--- config.mk ---
export PLATFORM = sky130hd
export DESIGN_NAME = mandel_pixel_writer_flat
export DESIGN_NICKNAME = d
export VERILOG_FILES = /design/src/rtl/mandel_pixel_writer_if.sv /design/src/rtl/mandel_pixel_writer.sv /design/src/flat_wrapper.sv
export SDC_FILE = /design/constraint.sdc
export NUM_CORES = 1
export LEC_CHECK = 0
export CAP_MARGIN = 10
export CORE_ASPECT_RATIO = 1.4
export CORE_UTILIZATION = 55
export DETAILED_ROUTE_END_ITERATION = 10
export PLACE_DENSITY = 0.82
export SLEW_MARGIN = 20
export SYNTH_ARGS = -nofsm -noshare
export SYNTH_HDL_FRONTEND = slang
export SYNTH_SLANG_ARGS = --single-unit
export TNS_END_PERCENT = 20
--- constraint.sdc ---
create_clock -name CLK -period 5.3 [get_ports CLK]
set_clock_uncertainty 0.1 [all_clocks]
set_input_delay 1.06 -clock CLK [delete_from_list [all_inputs] [get_ports CLK]]
set_output_delay 1.06 -clock CLK [all_outputs]
set_load 0.005 [all_outputs]
--- src/rtl/mandel_pixel_writer_if.sv ---
// Frame-buffer write port used by mandel_pixel_writer.
// master: pixel writer drives the write request and holds it while mem_busy is high.
// slave : frame buffer samples the write and applies backpressure through mem_busy.
interface mandel_pixel_writer_if #(
  parameter int ADDR_W = 21
);
  logic              mem_we;
  logic [ADDR_W-1:0] mem_addr;
  logic [23:0]       mem_wdata;
  logic              mem_busy;

  modport master (
    output mem_we,
    output mem_addr,
    output mem_wdata,
    input  mem_busy
  );

  modport slave (
    input  mem_we,
    input  mem_addr,
    input  mem_wdata,
    output mem_busy
  );
endinterface

--- src/rtl/mandel_pixel_writer.sv ---
// mandel_pixel_writer: pulls iteration counts from the Mandelbrot engine in
// bursts, colours them, buffers them in a small FIFO and writes them in raster
// order to a frame buffer that can stall. Each completed frame is acknowledged
// to the engine with a clear_frame pulse.
// Optional build macro: MANDEL_PALETTE_EN selects the colour palette; without
// it the output is grayscale.
module mandel_pixel_writer #(
  parameter int SET_SIZE   = 1,
  parameter int FIFO_DEPTH = 8,
  parameter int MAX_ITER   = 255,
  parameter int ADDR_W     = 21
) (
  input  logic                  CLK,
  input  logic                  SYS_RESET_N,
  input  logic                  render_reset,
  input  logic                  ready,
  output logic                  send_data,
  input  logic [31:0]           data,
  input  logic                  frame_ready,
  output logic                  clear_frame,
  input  logic [20:0]           total_pixels,
  mandel_pixel_writer_if.master fb,
  output logic                  frame_done,
  output logic                  overflow
);

  localparam int PTR_W = (FIFO_DEPTH > 1) ? $clog2(FIFO_DEPTH) : 1;
  localparam int CNT_W = PTR_W + 1;
  localparam int FW    = CNT_W + 1;
  localparam int K_W   = (SET_SIZE > 1) ? $clog2(SET_SIZE) : 1;

  localparam logic [CNT_W-1:0] DEPTH_C  = CNT_W'(FIFO_DEPTH);
  localparam logic [FW-1:0]    DEPTH_F  = FW'(FIFO_DEPTH);
  localparam logic [FW-1:0]    SET_F    = FW'(SET_SIZE);
  localparam logic [K_W-1:0]   K_LAST   = K_W'(SET_SIZE - 1);
  localparam logic [31:0]      MAX_IT_C = 32'(MAX_ITER);

  typedef enum logic [1:0] {
    ST_IDLE,
    ST_REQ,
    ST_RECV
  } state_t;

  // Request FSM
  state_t           state_q, state_d;
  logic [K_W-1:0]   k_q, k_d;
  logic             send_data_q, send_data_d;

  // Pixel FIFO
  logic [23:0]      fifo_mem [FIFO_DEPTH];
  logic [PTR_W-1:0] wr_ptr_q, wr_ptr_d;
  logic [PTR_W-1:0] rd_ptr_q, rd_ptr_d;
  logic [CNT_W-1:0] count_q, count_d;
  logic             overflow_q, overflow_d;

  // Output register and frame bookkeeping
  logic              mem_we_q, mem_we_d;
  logic [ADDR_W-1:0] mem_addr_q, mem_addr_d;
  logic [23:0]       mem_wdata_q, mem_wdata_d;
  logic [ADDR_W-1:0] pix_cnt_q, pix_cnt_d;
  logic              frame_done_q, frame_done_d;
  logic              pend_q, pend_d;

  logic          accept;
  logic          out_free;
  logic          fifo_empty;
  logic          fifo_full;
  logic          pop;
  logic          push_req;
  logic          push;
  logic          last_pix;
  logic [FW-1:0] free_after_pop;
  logic [23:0]   pixel_in;

  // Counts at or above MAX_ITER are inside the set and render black.
  function automatic logic [23:0] map_pixel(input logic [31:0] cnt);
    logic [7:0] g;
    g = (cnt > 32'd255) ? 8'hFF : cnt[7:0];
    if (cnt >= MAX_IT_C) begin
      return 24'h000000;
    end
`ifdef MANDEL_PALETTE_EN
    return {g, g[6:0], 1'b0, g[5:0], 2'b00};
`else
    return {g, g, g};
`endif
  endfunction

  function automatic logic [PTR_W-1:0] next_ptr(input logic [PTR_W-1:0] p);
    return (p == PTR_W'(FIFO_DEPTH - 1)) ? '0 : p + PTR_W'(1);
  endfunction

  assign accept     = mem_we_q && !fb.mem_busy;
  assign out_free   = !mem_we_q || accept;
  assign fifo_empty = (count_q == '0);
  assign fifo_full  = (count_q == DEPTH_C);
  assign pop        = !fifo_empty && out_free;
  assign push_req   = (state_q == ST_RECV);
  // A full FIFO still takes the word when the head leaves in the same cycle.
  assign push       = push_req && (!fifo_full || pop);
  assign last_pix   = (pix_cnt_q == ADDR_W'(total_pixels - 21'd1));
  assign pixel_in   = map_pixel(data);
  // Free slots are judged after this cycle's pop so a draining FIFO can request early.
  assign free_after_pop = DEPTH_F - {1'b0, count_q} + {{CNT_W{1'b0}}, pop};

  // Request FSM state register.
  always_ff @(posedge CLK or negedge SYS_RESET_N) begin
    if (!SYS_RESET_N) begin
      state_q     <= ST_IDLE;
      k_q         <= '0;
      send_data_q <= 1'b0;
    end else begin
      state_q     <= state_d;
      k_q         <= k_d;
      send_data_q <= send_data_d;
    end
  end

  // Request FSM next state: one send_data pulse, then SET_SIZE sampled words.
  always_comb begin
    state_d     = state_q;
    k_d         = k_q;
    send_data_d = 1'b0;
    case (state_q)
      ST_IDLE: begin
        if (ready && (free_after_pop >= SET_F)) begin
          state_d = ST_REQ;
        end
      end
      ST_REQ: begin
        state_d = ST_RECV;
        k_d     = '0;
      end
      ST_RECV: begin
        if (k_q == K_LAST) begin
          state_d = ST_IDLE;
        end else begin
          k_d = k_q + K_W'(1);
        end
      end
      default: state_d = ST_IDLE;
    endcase
    if (render_reset) begin
      state_d = ST_IDLE;
      k_d     = '0;
    end
    send_data_d = (state_d == ST_REQ);
  end

  // FIFO storage: write-only array, no reset needed since count_q gates reads.
  always_ff @(posedge CLK) begin
    if (push && !render_reset) begin
      fifo_mem[wr_ptr_q] <= pixel_in;
    end
  end

  // Datapath next state: FIFO pointers, output register, pixel counter, frame flags.
  always_comb begin
    wr_ptr_d     = wr_ptr_q;
    rd_ptr_d     = rd_ptr_q;
    count_d      = count_q;
    overflow_d   = overflow_q;
    mem_we_d     = mem_we_q;
    mem_addr_d   = mem_addr_q;
    mem_wdata_d  = mem_wdata_q;
    pix_cnt_d    = pix_cnt_q;
    frame_done_d = 1'b0;
    pend_d       = pend_q;

    if (push) begin
      wr_ptr_d = next_ptr(wr_ptr_q);
    end
    if (push_req && !push) begin
      overflow_d = 1'b1;
    end
    if (pop) begin
      rd_ptr_d = next_ptr(rd_ptr_q);
    end
    case ({push, pop})
      2'b10:   count_d = count_q + CNT_W'(1);
      2'b01:   count_d = count_q - CNT_W'(1);
      default: count_d = count_q;
    endcase

    if (accept) begin
      mem_we_d = 1'b0;
      if (last_pix) begin
        pix_cnt_d    = '0;
        frame_done_d = 1'b1;
      end else begin
        pix_cnt_d = pix_cnt_q + ADDR_W'(1);
      end
    end
    // Reloading on the accept edge keeps one write per cycle.
    if (pop) begin
      mem_we_d    = 1'b1;
      mem_addr_d  = pix_cnt_d;
      mem_wdata_d = fifo_mem[rd_ptr_q];
    end

    if (clear_frame) begin
      pend_d = 1'b0;
    end else if (frame_done_q) begin
      pend_d = 1'b1;
    end

    if (render_reset) begin
      wr_ptr_d     = '0;
      rd_ptr_d     = '0;
      count_d      = '0;
      overflow_d   = 1'b0;
      mem_we_d     = 1'b0;
      mem_addr_d   = '0;
      mem_wdata_d  = '0;
      pix_cnt_d    = '0;
      frame_done_d = 1'b0;
      pend_d       = 1'b0;
    end
  end

  // Datapath registers.
  always_ff @(posedge CLK or negedge SYS_RESET_N) begin
    if (!SYS_RESET_N) begin
      wr_ptr_q     <= '0;
      rd_ptr_q     <= '0;
      count_q      <= '0;
      overflow_q   <= 1'b0;
      mem_we_q     <= 1'b0;
      mem_addr_q   <= '0;
      mem_wdata_q  <= '0;
      pix_cnt_q    <= '0;
      frame_done_q <= 1'b0;
      pend_q       <= 1'b0;
    end else begin
      wr_ptr_q     <= wr_ptr_d;
      rd_ptr_q     <= rd_ptr_d;
      count_q      <= count_d;
      overflow_q   <= overflow_d;
      mem_we_q     <= mem_we_d;
      mem_addr_q   <= mem_addr_d;
      mem_wdata_q  <= mem_wdata_d;
      pix_cnt_q    <= pix_cnt_d;
      frame_done_q <= frame_done_d;
      pend_q       <= pend_d;
    end
  end

  // The acknowledge fires the moment the engine reports its frame complete.
  assign clear_frame  = frame_ready && (frame_done_q || pend_q);
  assign send_data    = send_data_q;
  assign frame_done   = frame_done_q;
  assign overflow     = overflow_q;
  assign fb.mem_we    = mem_we_q;
  assign fb.mem_addr  = mem_addr_q;
  assign fb.mem_wdata = mem_wdata_q;

endmodule

--- src/flat_wrapper.sv ---
// flat-port wrapper written by rule: the top's interface ports become plain ports
module mandel_pixel_writer_flat 
#(
  parameter int SET_SIZE   = 1,
  parameter int FIFO_DEPTH = 8,
  parameter int MAX_ITER   = 255,
  parameter int ADDR_W     = 21
)
  (CLK, SYS_RESET_N, render_reset, ready, send_data, data, frame_ready, clear_frame, total_pixels, frame_done, overflow, fb_mem_we, fb_mem_addr, fb_mem_wdata, fb_mem_busy);
  mandel_pixel_writer_if #(.ADDR_W(ADDR_W)) fb_i ();
  input  logic CLK;
  input  logic SYS_RESET_N;
  input  logic render_reset;
  input  logic ready;
  output logic send_data;
  input  logic [31:0] data;
  input  logic frame_ready;
  output logic clear_frame;
  input  logic [20:0] total_pixels;
  output logic frame_done;
  output logic overflow;
  output wire logic [$bits(fb_i.mem_we)-1:0] fb_mem_we;
  output wire logic [$bits(fb_i.mem_addr)-1:0] fb_mem_addr;
  output wire logic [$bits(fb_i.mem_wdata)-1:0] fb_mem_wdata;
  input wire logic [$bits(fb_i.mem_busy)-1:0] fb_mem_busy;
  assign fb_mem_we = fb_i.mem_we;
  assign fb_mem_addr = fb_i.mem_addr;
  assign fb_mem_wdata = fb_i.mem_wdata;
  assign fb_i.mem_busy = fb_mem_busy;
  mandel_pixel_writer #(.SET_SIZE(SET_SIZE), .FIFO_DEPTH(FIFO_DEPTH), .MAX_ITER(MAX_ITER), .ADDR_W(ADDR_W)) u_core (.CLK(CLK), .SYS_RESET_N(SYS_RESET_N), .render_reset(render_reset), .ready(ready), .send_data(send_data), .data(data), .frame_ready(frame_ready), .clear_frame(clear_frame), .total_pixels(total_pixels), .fb(fb_i), .frame_done(frame_done), .overflow(overflow));
endmodule
==> summary.txt <==
Outcome
  – Status: completed

Placement
  – Port Buf Inserts: 108
  – DP Wirelength: roughly 11,000 µm
  – Global placement routability congestion: 0.825

Worst hold path
  – Hold path cells: 1
  – Min-delay src: u_core.state_q[1]
  – Path type of the worst min-delay path: flip-flop to flip-flop
  – Hold path endpoint: u_core.state_q[1]

Worst setup path
  – Critical path type: input pin to flip-flop
  – Reg-to-reg endpoint: u_core.count_q[3]
  – FF-to-FF setup slack: approximately 2.5 ns
  – Crit. End Element: flip-flop
  – WP data arrival: 4.27 ns
  – Worst reg-to-reg path cell count: 11
  – Crit path max fanout: 43
  – Critical path required time: between 5 and 6 ns
  – Critical-path cell list: clkdlybuf4s50_1 -> or4_1 -> or4b_1 -> a21boi_1 -> o21ai_0 -> a2111oi_2 -> o2111a_2 -> buf_4 -> o21ai_0
  – Reg2reg start: u_core.count_q[0]
  – Startpoint Class: input pin
  – Worst path slowest cell: or4_1
  – CP max stage delay: approximately 0.75 ns
  – Most numerous cell on the critical path: o21ai_0

Final layout
  – Syn-to-layout area delta: 25.4%
  – Most common cell after layout, fill and taps aside: clkdlybuf4s50_1
  – Multi-input gate area: ~2700 µm²
  – Sequential cell area: between 3000 and 4000 µm²
  – Nets@finish: between 700 and 800
  – # fillers: between 700 and 800
  – Ant diodes: 0
  – Most frequent cells in the layout: clkdlybuf4s50_1 (106), dfrtp_1 (66), edfxtp_1 (64)
  – Layout cell share with drive strength beyond 1: 0.103

Clock tree
  – Post-CTS sizing: 0
  – Clk sinks: roughly 130
  – H-tree depth: 4
  – Post-CTS setup buffers: 0
  – # hold bufs at CTS: 0
  – Worst-path clk slew: approximately 0.060 ns
  – CTS Buf Count: 17
  – Clk buf depth: 2
  – CTS tree: built
  – Clk Latency, worst-skew pair: around 0.42 ns
  – Root Driver: clkbuf_16

Detailed routing
  – Drt first-iter violations: 173
  – Post-DR vias/cell: roughly 6.0
  – Wirelength per Cell: ~19 µm
  – Post-route antenna net violation count: 0
  – Drt total wl: roughly 15,000 µm
  – Vias: 4,857
  – First-pass detailed-route iteration total: 4
  – DRC: 0

Yosys
  – Post-synth EDFFs: 64
  – Synth unique cells: 59
  – Synthesized area per cell: roughly 12 µm²
  – Post-synthesis sequential area ratio: 0.547
  – Synthesized Nets: 628
  – Post-Syn Area: around 6600 µm²
  – Asr flop ratio synth: 0.511
  – Flops & latches, synth: 131
  – Cells after Synth: roughly 560
  – Yosys warning total: 0
  – Top_reg_cell synth: dfrtp_1

STA
  – RSZ-0062 raised after global routing: false
  – Worst hold slack: 0.344 ns
  – Final worst path period share: 0.771
  – Min Clock Period, post-route: 4.09 ns
  – Rel. slew slack: 0.344
  – Final Max Tran Viols: 0
  – Final setup violating endpoints: 0
  – Max Freq: about 240 MHz
  – Slew of the pin with the lowest slew margin: ~1 ns
  – Setup_tns: 0 ns
  – Final hold violations: 0

Pwr
  – Max IR drop VDD: 0.313 mV
  – Total Power: between 3 and 4 mW
  – Pwr dens: 396 nW/µm²
  – LEAKAGE: about 3.0 nW

Global route
  – First-pass GRT wire length: ~25,000 µm
  – Vias in the first global route: around 5,100
  – Largest net degree at the start of global routing: 68
  – Gr ovfl total: 0
  – Gr usage total: 0.270
  – Initial antenna violation count: 0

Die
  – Chip height: ~130 µm
  – Row count: 46
  – Initial Util: 0.572
  – Core area: 11,500 µm²
  – Die Area: 12,400 µm²
  – DIE WIDTH: between 90 and 100 µm
  – Ports: roughly 110

Run
  – Max-cap viol count: 0
==> logic make-up after synthesis <==
group,share of synthesized area
xor+xnor,0.0652
buf+inv,0.0435
fa+ha+maj,0.0221
compound gates,0.0679
mux,0.0761
flops,0.547
simple gates,0.178
==> worst max-delay path by stage <==
stage / startpoint / to / cells past startpoint
floorplan: total_pixels[0] / u_core.pix_cnt_q[10] / 9
finish: total_pixels[2] / u_core.fb.mem_addr[2] / 9
global placement: total_pixels[2] / u_core.fb.mem_addr[17] / 9
global route: total_pixels[2] / u_core.fb.mem_addr[15] / 9
detailed placement: total_pixels[2] / u_core.fb.mem_addr[16] / 9
CTS: total_pixels[2] / u_core.fb.mem_addr[19] / 9
==> layout make-up <==
class	count	share of cell area
clock inverter	15	0.0190
clock buffer	17	0.0516
tap	144	0.0218
timing repair buffer	118	0.139
multi-input combinational	374	0.327
inverter	13	0.00591
sequential	131	0.436
==> state kept, by name, indices dropped and copies added (netlist names), 2 cells and up <==
signal               cells
u_core.state_q           2
u_core.wr_ptr_q          3
u_core.rd_ptr_q          3
u_core.fb.mem_addr      21
u_core.pix_cnt_q        21
u_core.fb.mem_wdata      8
u_core.count_q           4
u_core.fifo_mem         64
==> cells in the mapped netlist, types with 7 or more instances <==
cell       n  area (µm²)
mux2i_1   14         140
nor3_1    32         160
and2_1    10        62.6
buf_4     17         128
xor2_1    18         158
nor4_1    12        75.1
a21oi_1   13        65.1
xnor2_1   31         272
a211oi_1  11        82.6
ha_1      10         125
nand4_1    7        43.8
clkbuf_1  16        60.1
o21ai_0   20         100
edfxtp_1  64        1920
dfrtp_1   67        1680
nand2b_1  26         163
nor2_1    42         158
inv_1     13        48.8
nand2_1   40         150
mux4_2    16         360
nand3_1    9        45.0
==> metal layers <==
metal,vias up,part of all wire,track usage
met5,-,0,0
met4,0,0.026,0.113
met3,35,0.056,0.0544
met2,186,0.54,0.484
met1,2410,0.37,0.306
li1,2226,-,-
==> per-stage QoR <==
step | instances | util | cell area, µm² | setup WS, ns
after floorplan | 558 | - | 6580 | 1.78
after global placement | 780 | 0.666 | 7670 | 0.897
after global routing | 812 | 0.717 | 8250 | 0.972
after detailed placement | 780 | 0.666 | 7670 | 0.783
after CTS | 812 | 0.717 | 8250 | 1.20
final | 812 | 0.717 | 8250 | 1.21
==> critical path: cells and delay by family <==
kind,cells,cell delay (ns)
simple gates,2,1.33
compound gates,5,0.97
buf+inv,2,0.89
==> where the power goes <==
| group | switching [mW] | leakage (nW) | internal (mW) |
|---|---|---|---|
| sequential | 0.129 | 1.47 | 1.13 |
| clock | 0.455 | 0.286 | 0.695 |
| combinational | 0.375 | 1.27 | 0.484 |
Note: power is estimated with default switching activity, not from simulation.
